--- config.mk ---
export PLATFORM = sky130hd
export DESIGN_NAME = reg_write_sequencer
export DESIGN_NICKNAME = d
export VERILOG_FILES = /design/src/rtl/reg_write_sequencer.sv
export SDC_FILE = /design/constraint.sdc
export NUM_CORES = 1
export LEC_CHECK = 0
export BUFFER_PORTS_ARGS = -buffer_cell sky130_fd_sc_hd__buf_2
export CAP_MARGIN = 10
export CORE_AREA = 2 2 77 72
export DETAILED_ROUTE_END_ITERATION = 8
export DIE_AREA = 0 0 79 74
export SLEW_MARGIN = 20
export SYNTH_ARGS = -nofsm -noshare
export SYNTH_HDL_FRONTEND = slang
export SYNTH_SLANG_ARGS = --single-unit
--- constraint.sdc ---
create_clock -name clk -period 1.7 [get_ports clk]
set_clock_uncertainty 0.2 [all_clocks]
set_input_delay 0.34 -clock clk [delete_from_list [all_inputs] [get_ports clk]]
set_output_delay 0.34 -clock clk [all_outputs]
set_load 0.05 [all_outputs]
--- src/rtl/reg_write_sequencer.sv ---
// Host-link byte parser: assembles CMD/DATA_H/DATA_L frames into register
// write strobes for the register-strobe decoder, flagging bad opcodes and stalls.
module reg_write_sequencer #(
    parameter int         TIMEOUT_CYCLES = 1000,
    parameter logic [3:0] OPC_REG        = 4'hA,
    parameter logic [3:0] OPC_DATA       = 4'hD
) (
    input  logic        clk,
    input  logic        rst_n,
    input  logic [7:0]  rx_data,
    input  logic        rx_valid,
    output logic        rx_ready,
    output logic [3:0]  addr_out,
    output logic        strob_out,
    output logic        choose_data_reg,
    output logic [15:0] wr_data,
    output logic        frame_err,
    output logic        busy
);

    // A width of at least one bit keeps the counter legal when the timeout is disabled.
    localparam int CNT_W = (TIMEOUT_CYCLES > 0) ? $clog2(TIMEOUT_CYCLES + 1) : 1;

    typedef enum logic [1:0] {
        IDLE,
        GET_HI,
        GET_LO,
        STROBE
    } state_t;

    state_t            r_state;
    logic [CNT_W-1:0]  r_toCnt;
    logic [3:0]        r_addr;
    logic              r_strob;
    logic              r_chooseData;
    logic [15:0]       r_wrData;
    logic              r_frameErr;

    logic              w_accept;
    logic [3:0]        w_opcode;
    logic              w_cmdOk;
    logic              w_inFrame;
    logic [CNT_W-1:0]  w_toCntNext;
    logic              w_timeout;

    assign w_accept    = rx_valid & rx_ready;
    assign w_opcode    = rx_data[7:4];
    assign w_cmdOk     = (w_opcode == OPC_REG) || (w_opcode == OPC_DATA);
    assign w_inFrame   = (r_state == GET_HI) || (r_state == GET_LO);
    assign w_toCntNext = r_toCnt + CNT_W'(1);

    // An accepted byte always beats the timeout in the cycle the limit is reached.
    assign w_timeout = (TIMEOUT_CYCLES != 0) && w_inFrame && !w_accept &&
                       (w_toCntNext == CNT_W'(TIMEOUT_CYCLES));

    always_ff @(posedge clk) begin
        if (!rst_n) begin
            r_state      <= IDLE;
            r_toCnt      <= '0;
            r_addr       <= '0;
            r_strob      <= 1'b0;
            r_chooseData <= 1'b0;
            r_wrData     <= '0;
            r_frameErr   <= 1'b0;
        end else begin
            r_strob    <= 1'b0;
            r_frameErr <= 1'b0;
            case (r_state)
                IDLE: begin
                    r_toCnt <= '0;
                    if (w_accept) begin
                        if (w_cmdOk) begin
                            r_addr       <= rx_data[3:0];
                            r_chooseData <= (w_opcode == OPC_DATA);
                            r_state      <= GET_HI;
                        end else begin
                            r_frameErr <= 1'b1;
                        end
                    end
                end
                GET_HI: begin
                    if (w_accept) begin
                        r_wrData[15:8] <= rx_data;
                        r_toCnt        <= '0;
                        r_state        <= GET_LO;
                    end else if (w_timeout) begin
                        r_toCnt    <= '0;
                        r_frameErr <= 1'b1;
                        r_state    <= IDLE;
                    end else begin
                        r_toCnt <= w_toCntNext;
                    end
                end
                GET_LO: begin
                    if (w_accept) begin
                        r_wrData[7:0] <= rx_data;
                        r_toCnt       <= '0;
                        r_strob       <= 1'b1;
                        r_state       <= STROBE;
                    end else if (w_timeout) begin
                        r_toCnt    <= '0;
                        r_frameErr <= 1'b1;
                        r_state    <= IDLE;
                    end else begin
                        r_toCnt <= w_toCntNext;
                    end
                end
                STROBE: begin
                    r_toCnt <= '0;
                    r_state <= IDLE;
                end
                default: begin
                    r_toCnt <= '0;
                    r_state <= IDLE;
                end
            endcase
        end
    end

    assign rx_ready        = (r_state != STROBE);
    assign busy            = (r_state != IDLE);
    assign addr_out        = r_addr;
    assign strob_out       = r_strob;
    assign choose_data_reg = r_chooseData;
    assign wr_data         = r_wrData;
    assign frame_err       = r_frameErr;

endmodule
# --- Word level (Yosys, flattened, before mapping) ---
# Cells that the tools add are included.
totals:
  reg_bits: 35
  inputBits: 11
  output_inout_bits: 25
  wordCells: 48
classes:
  n_addsub: 1
  n_eq_ne: 9
  muxes: 15
  bitwise: 1
  reduce_logical: 14
op_table:
  columns: ["operator", "count"]
  rows:
  - ["two-way mux 10 bit", 2]
  - ["one-hot mux 10 bit (2 select lines)", 1]
  - ["adder 10 x 1 -> 10 bit, second input constant", 1]
  - ["equality test 10 bit, second input constant", 1]
  - ["two-way mux 2 bit", 5]
  - ["equality test 4 bit, second input constant", 2]
  - ["one-hot mux 2 bit (4 select lines)", 1]
  - ["AND reduction 2 bit", 4]
  - ["!= test 2 bit, second input constant", 3]
  - ["two-way mux 1 bit", 5]
  - ["equality test 2 bit, second input constant", 2]
  - ["OR reduction 2 bit", 2]
  - ["AND reduction 3 bit", 1]
  - ["equality test 2 x 1 -> 1 bit, second input constant", 1]
  - ["logical AND 1 bit", 2]
  - ["logical NOT 2 bit", 1]
  - ["logical OR 1 bit", 2]
  - ["one-hot mux 1 bit (2 select lines)", 1]
  - ["nonzero test 2 bit", 1]
  - ["bitwise AND 1 bit", 1]
  - ["logical NOT 1 bit", 1]

# --- Logic depth before layout (Yosys ltp) ---
# Gate-level depths: netlist of run 1.
logic_depth:
  word_depth: 8
  mapped_depth: 7
  mapped_depth_nobuf: 6

# --- Least setup slack after synthesis of run 1 ---
# OpenSTA, ideal clock, no wires.
synth_path:
  kind: "register -> register"
  start: "reg r_state[0]"
  end: "reg r_state[1]"
  arrival_ns: 1.789
  required_time_ns: 1.426
  slack_ns: -0.363
  path_stages_with_launch: 8
  synth_period_minus_slack_ns: 2.063
  path_cell_list: "dfxtp_1 > inv_1 > ha_1 > clkbuf_1 > inv_1 > a21oi_1 > a2111o_1 > a31oi_1"
synth_between:
  elab_chain_cells: 8
synth_lines:
  columns: ["element", "line", "source"]
  rows:
  - ["from (decl)", "31", "state_t r_state;"]
  - ["from (signal assigned)", "58", "r_state <= IDLE;"]
  - ["from (signal assigned)", "75", "r_state <= GET_HI;"]
  - ["from (signal assigned)", "85", "r_state <= GET_LO;"]
  - ["!= test 2 bit", "120", "assign rx_ready = (r_state != STROBE);"]
  - ["bitwise AND 1 bit", "46", "assign w_accept = rx_valid & rx_ready;"]
  - ["logical NOT 1 bit", "53", "assign w_timeout = (TIMEOUT_CYCLES != 0) && w_inFrame && !w_accept &&"]
  - ["logical AND 1 bit (2 in a row)", "53", null]
  - ["two-way mux 2 bit", null, null]
  - ["two-way mux 2 bit, on equally long branches", "95, 82", null]
  - ["one-hot mux 2 bit (4 select lines)", "68", "case (r_state)"]
# Parallel ways exist; a longest one is shown, timed or not.
# A chain may end at the register's enable or synchronous reset.

# --- Worst setup path in the final report of run 1 ---
layout_path:
  start: "reg r_state[0]"
  end: "reg r_toCnt[1]"
layout_between:
  elab_chain_cells: 8
layout_lines:
  columns: ["element", "line", "source"]
  rows:
  - ["!= test 2 bit", "120", null]
  - ["bitwise AND 1 bit", "46", null]
  - ["logical NOT 1 bit", "53", null]
  - ["logical AND 1 bit (2 in a row)", "53", null]
  - ["two-way mux 10 bit", "86, 100", null]
  - ["two-way mux 10 bit", "82", "if (w_accept) begin"]
  - ["one-hot mux 10 bit (2 select lines) *", "68", null]
  - ["to (signal assigned)", "91", "r_toCnt <= w_toCntNext;"]
  - ["to (signal assigned)", "105", "r_toCnt <= w_toCntNext;"]
  - ["to (decl)", "32", "logic [CNT_W-1:0] r_toCnt;"]
# Every way passes the cells marked *; elsewhere a longest branch is shown, timed or not.

==> metrics.md, run 1 <==
| Metric | Value |
|---|---|
| Crit path kind | `flip-flop to flip-flop` |
| Clk network pwr share | `between 30% and 40%` |
| Die width | `79 microns` |
| RD Place Congestion | `0.793` |
| Drt total wl | `4490 microns` |
| Antenna violation net count after detailed routing | `0` |
| Die height | `74 microns` |
| Clock Sinks | `35` |
| Number of flip-flops in the largest register | `16` |
| Final Net Count | `a little under 300` |
| Leading cell type in the layout, fill and taps excluded | `buf_4` |
| Hold Violations, Final | `0` |
| # IOs | `36` |
| Total number of vias | `between 1500 and 2000` |
| Final WS setup | `-167 ps` |
| Filler-free cell count of the finished design | `340` |
| Antenna violations before repair | `0` |
| Peak supply drop | `about 510 uV` |
| Post-route DRC violation count | `0` |
| #FFs+latches synth | `35` |
| Maxcap violations | `0` |
| Worst-skew pair later-pin latency | `290 ps` |
| Longest Clk Path Bufs | `2` |
| Flop pwr share | `roughly 49%` |
| Setup violators final | `12` |
| LEAKAGE | `1.21 nW` |
| Crit share post-route | `110%` |
| Buf+Inv Stages, Crit Path | `2` |
| Starting Density | `roughly 33%` |
| GRT Total Usage | `15.3%` |
| H-Tree Level Count | `2` |
| Yosys warning count | `0` |
| WP data arrival | `~1900 ps` |
| DR WL/cell | `13.2 microns` |
| Root Driver | `clkbuf_8` |
| Vias in the first global route | `1456` |
| HP Class | `primary input to flip-flop` |
| N_diodes | `0` |
| IO Port Bufs | `35` |
| Distinct cell type count after synthesis | `47` |
| Largest net degree at the start of global routing | `18` |
| Family with the most delay on the worst path | `simple AND/OR/NAND/NOR gates` |
| First-pass GRT wire length | `6900 microns` |
| Failing checks | `setup timing` |
| Mapped Cells | `187` |
| P per Cell Area | `656 nW/um^2` |
| Layout cell share with drive strength beyond 1 | `49.8%` |
| Max transition margin | `76.4%` |
| Layout Utilization | `between 50% and 60%` |
| Top post-synthesis cells by area | `dfxtp_1, mux2i_1, ha_1` |
| Post-synthesis sequential area ratio | `41.3%` |
| Max Freq | `0.536 GHz` |
| Reg-to-reg slack, setup | `-170 ps` |
| Slowest CP cell | `or3_4` |
| Count of pins over their slew limit | `0` |
| Vias per cell | `approximately 5.0` |
| Tmin final | `1870 ps` |
| CP cell instances | `inv_2 > ha_4 > nand3_2 > or3_4 > a211oi_4 > buf_6 > a211oi_2` |
| Dpl ws | `-215 ps` |
| Post-synth top area share | `about 41%` |
| Reg clk slew, reported paths | `80 ps` |
| Syn-to-layout area delta | `54.2%` |
| Required time of the critical path | `1680 ps` |
| Post-synth EDFFs | `0` |
| Core area | `5070 sq um` |
| Total CTS buffers | `5` |
| Sw Share | `between 20 and 30%` |
| Yosys top cell by area | `dfxtp_1` |
| CP peak stage delay | `approximately 420 ps` |
| Comb power frac | `15.4%` |
| Internal | `1.23 mW` |
| DIE AREA | `5850 sq um` |
| Post-Layout Inst Area | `2620 sq um` |
| Fillers | `482` |
| Net Sw Power | `0.485 mW` |
| RSZ-0062 raised after global routing | `yes` |
| Outcome | `finished with violations` |
| Post-synth top flop | `dfxtp_1` |
| GRT overflow | `0` |
| Syn nets | `204` |
| Mapped cell area | `1700 sq um` |
| DR pass1 iterations | `4` |
| Starting DRT DRC Count | `61` |
| Slew @ Worst Pin | `~350 ps` |
| CP Capture Type | `flip-flop` |
| Detail Placement HPWL | `3230 microns` |
| Async SR Flop Fraction | `0%` |
| Post-route total power | `1.72 mW` |
| Dpl cells | `324` |
| Placement Rows | `25` |
| CP Max Fanout | `3` |
| Most frequent cells in the layout | `buf_4, buf_2, dfxtp_1` |
| Critical Path Start Type | `flip-flop` |
| Mapped Avg Cell Area | `9.07 sq um` |
| Post-Place Cell Area | `2330 sq um` |
| CTS tree | `yes` |
[synthesized netlist by cell type (2+ instances only)]
library cell and number:
a211oi_1 6, a21oi_1 11, a22oi_1 2, a31oi_1 3
and4_1 2, buf_2 4, clkbuf_1 5, dfxtp_1 35
ha_1 6, inv_1 7, mux2i_1 12, nand2_1 14
nand2b_1 3, nand3_1 10, nor2_1 19, nor2b_1 3
nor3_1 2, nor3b_1 2, o21ai_0 6, or3_1 3
xor2_1 6
[kinds of logic after synthesis]
group,count (synthesis),synth area share (%)
XOR/XNOR,7,3.61
buffers and inverters,17,4.50
flip-flops,35,41.3
AO/OA/AOI/OAI,43,18.4
multiplexers,12,7.08
AND/OR/NAND/NOR,67,20.7
adder cells (fa/ha/maj),6,4.42
[power groups by stage]
stage	Combinational [mW]	Sequential (mW)	Clock, mW
3_3_place_gp	0.235	0.864	0
3_5_place_dp	0.236	0.864	0
5_1_grt	0.282	0.845	0.660
2_1_floorplan	0.0998	0.907	0
4_1_cts	0.255	0.843	0.626
6_report	0.264	0.843	0.608
[cell type report]
class	count	area (sq um)	area share [%]
inverter	7	30.0	1.15
clock buffer	5	68.8	2.63
clock inverter	3	20.0	0.765
sequential	35	714	27.3
multi-input combinational	135	1080	41.3
timing repair buffer	88	618	23.6
tap	67	83.8	3.20
[metrics by stage]
step                setup TNS (ps)  hold WS, ps
floorplan                     -747          269
global placement             -1910          244
detailed placement           -2110          246
CTS                          -1680          115
global route                 -2440          127
finish                       -1610          117
[timing repair]
item / CTS / global route
pin swaps: 7 / 8
setup endpoints to repair: 22 / 26
cloned: 0 / 1
hold buffers: 0 / 0
setup buffers: 6 / 2
resized for setup: 14 / 20
[per-layer routing]
layer | routed length (microns) | global-route usage (%) | vias to the layer above
met5 | 0 | 0 | -
met4 | 70 | 7.09 | 0
met3 | 183 | 4.00 | 5
met2 | 2040 | 22.4 | 31
met1 | 2190 | 21.3 | 809
li1 | - | - | 838
[final timing paths]
kind / start / endpoint / cells after the start
min reg2reg: wr_data[10] / wr_data[10] / 2
max: r_state[0] / r_toCnt[1] / 7
max reg2reg: r_state[0] / r_toCnt[1] / 7
min: rx_data[1] / addr_out[1] / 3
[worst min-delay path, stage by stage]
cell	delay, ps
buf_2	100
mux2i_1	60
nor2_1	70
Note: power is estimated with default switching activity, not from simulation.
==> run 2, diff against run 1 <==
==> constraint.sdc (replaced) <==
create_clock -name clk -period 1.7 [get_ports clk]
set_clock_uncertainty 0.2 [all_clocks]
set_input_delay 0 -clock clk [delete_from_list [all_inputs] [get_ports clk]]
set_output_delay 0 -clock clk [all_outputs]
set_load 0.05 [all_outputs]
==> metrics.md, run 2 (synthesis results as in run 1) <==
| Metric | Value |
|---|---|
| Outcome | `finished with violations` |
| Failing checks | `setup timing` |
| CP peak stage delay | `around 420 ps` |
| Internal | `1.22 mW` |
| GRT Total Usage | `15.1%` |
| CTS tree | `yes` |
| Slew @ Worst Pin | `286 ps` |
| Core area | `5070 sq um` |
| Dpl ws | `-188 ps` |
| GRT overflow | `0` |
| Max transition margin | `80.8%` |
| Starting DRT DRC Count | `52` |
| Flop pwr share | `50.2%` |
| CP Max Fanout | `4` |
| Tmin final | `1860 ps` |
| Worst r2r path cells | `5` |
| Antenna violations before repair | `0` |
| Largest net degree at the start of global routing | `18` |
| Net Sw Power | `about 0.46 mW` |
| Die width | `79 microns` |
| Comb power frac | `15.0%` |
| Buf+Inv Stages, Crit Path | `0` |
| Peak supply drop | `269 uV` |
| N_diodes | `0` |
| Crit share post-route | `110%` |
| Slowest CP cell | `or3_4` |
| Post-route DRC violation count | `0` |
| Crit path kind | `flip-flop to flip-flop` |
| DR WL/cell | `12.8 microns` |
| First-pass GRT wire length | `6940 microns` |
| # IOs | `36` |
| Root Driver | `clkbuf_8` |
| Worst-skew pair later-pin latency | `280 ps` |
| RSZ-0062 raised after global routing | `yes` |
| LEAKAGE | `about 1.2 nW` |
| CP cell instances | `ha_4 > xor2_2 > or3_4 > nor3b_4 > a311oi_2` |
| P per Cell Area | `~640 nW/um^2` |
| Syn-to-layout area delta | `54.2%` |
| CP Capture Type | `flip-flop` |
| Vias in the first global route | `between 1500 and 2000` |
| Critical Path Start Type | `flip-flop` |
| Maxcap violations | `0` |
| Total number of vias | `approximately 1700` |
| Final Net Count | `just under 300` |
| HP Class | `primary input to flip-flop` |
| Fillers | `about 470` |
| Hold Slack | `54.9 ps` |
| WP data arrival | `1820 ps` |
| Max Freq | `0.536 GHz` |
| Hold Violations, Final | `0` |
| Required time of the critical path | `roughly 1700 ps` |
| Clock Sinks | `35` |
| Hold path cells | `4` |
| H-Tree Level Count | `2` |
| Leading cell type in the layout, fill and taps excluded | `buf_4` |
| Most frequent cells in the layout | `buf_4, buf_2, dfxtp_1` |
| Die height | `74 microns` |
| Vias per cell | `~4.9` |
| Longest Clk Path Bufs | `2` |
| Detail Placement HPWL | `3150 microns` |
| Clk network pwr share | `34.8%` |
| Drt total wl | `roughly 4400 microns` |
| Reg clk slew, reported paths | `~70 ps` |
| Setup violators final | `11` |
| Sw Share | `27.2%` |
| Layout Utilization | `51.6%` |
| Antenna violation net count after detailed routing | `0` |
| Count of pins over their slew limit | `0` |
| Family with the most delay on the worst path | `simple AND/OR/NAND/NOR gates` |
| Placement Rows | `25` |
| Starting Density | `33.5%` |
| Total CTS buffers | `5` |
| DIE AREA | `roughly 5800 sq um` |
| IO Port Bufs | `35` |
| Final WS setup | `-165 ps` |
| Number of flip-flops in the largest register | `16` |
| DR pass1 iterations | `4` |
| RD Place Congestion | `~0.8` |
| Layout cell share with drive strength beyond 1 | `46.2%` |
| Crit path depth | `5` |
run 2: cell count changes in the layout (fill, tap and decap cells not counted), sizes merged:
cell         before  now
buf              88   78
dlygate4sd3       0   10
clkbuf            5    6
clkinvlp          3    2
run 2: final timing paths:
check	startpoint	endpoint	slack, ps
worst max register to register	r_toCnt[0]	r_state[0]	-160
worst max-delay path	r_toCnt[0]	r_state[0]	-160
worst min-delay path	rx_valid	choose_data_reg	50
worst min register to register	wr_data[11]	wr_data[11]	260
run 2: tightest hold or removal path, stage by stage:
cell      delay, ps
buf_2           140
nand4b_1        130
o21ai_0          90
a21oi_1         140
run 2: power groups by stage:
stage          clock [mW]  combinational [mW]  sequential (mW)
2_1_floorplan           0              0.0998            0.907
6_report            0.585               0.251            0.843
3_5_place_dp            0               0.222            0.864
5_1_grt             0.638               0.271            0.845
4_1_cts             0.610               0.244            0.844
3_3_place_gp            0               0.223            0.864
run 2: what timing repair did:
item / in CTS / in global routing
resized for setup: 10 / 19
buffers inserted: 3 / 1
hold endpoints to repair: 25 / 0
hold buffers: 10 / 0
pin swaps: 9 / 9
gates cloned: 0 / 1
setup endpoints to repair: 16 / 21
run 2: per-layer routing:
layer / up-vias / track usage, % / routed length (microns)
met5: - / 0 / 0
met4: 0 / 6.32 / 81
met3: 5 / 2.91 / 111
met2: 25 / 23.2 / 1920
met1: 781 / 21.1 / 2260
li1: 839 / - / -
run 2: per-stage QoR:
step                std cells  area [sq um]  total power [mW]  TNS (ps)
global placement          317          2280              1.09     -1780
global route              340          2620              1.75     -2370
floorplan                 187          1800              1.01      -747
detailed placement        317          2280              1.09     -1950
CTS                       338          2530              1.70     -1540
finish                    340          2620              1.68     -1470
run 2: cell type report:
cell class | instances | area, sq um | area share, %
clock buffers | 6 | 72.6 | 2.77
clock inverters | 2 | 12.5 | 0.478
inverters | 7 | 30.0 | 1.15
multi-input cells | 135 | 1080 | 41.2
flip-flops and latches | 35 | 717 | 27.4
well taps | 67 | 83.8 | 3.20
repair buffers | 88 | 623 | 23.8
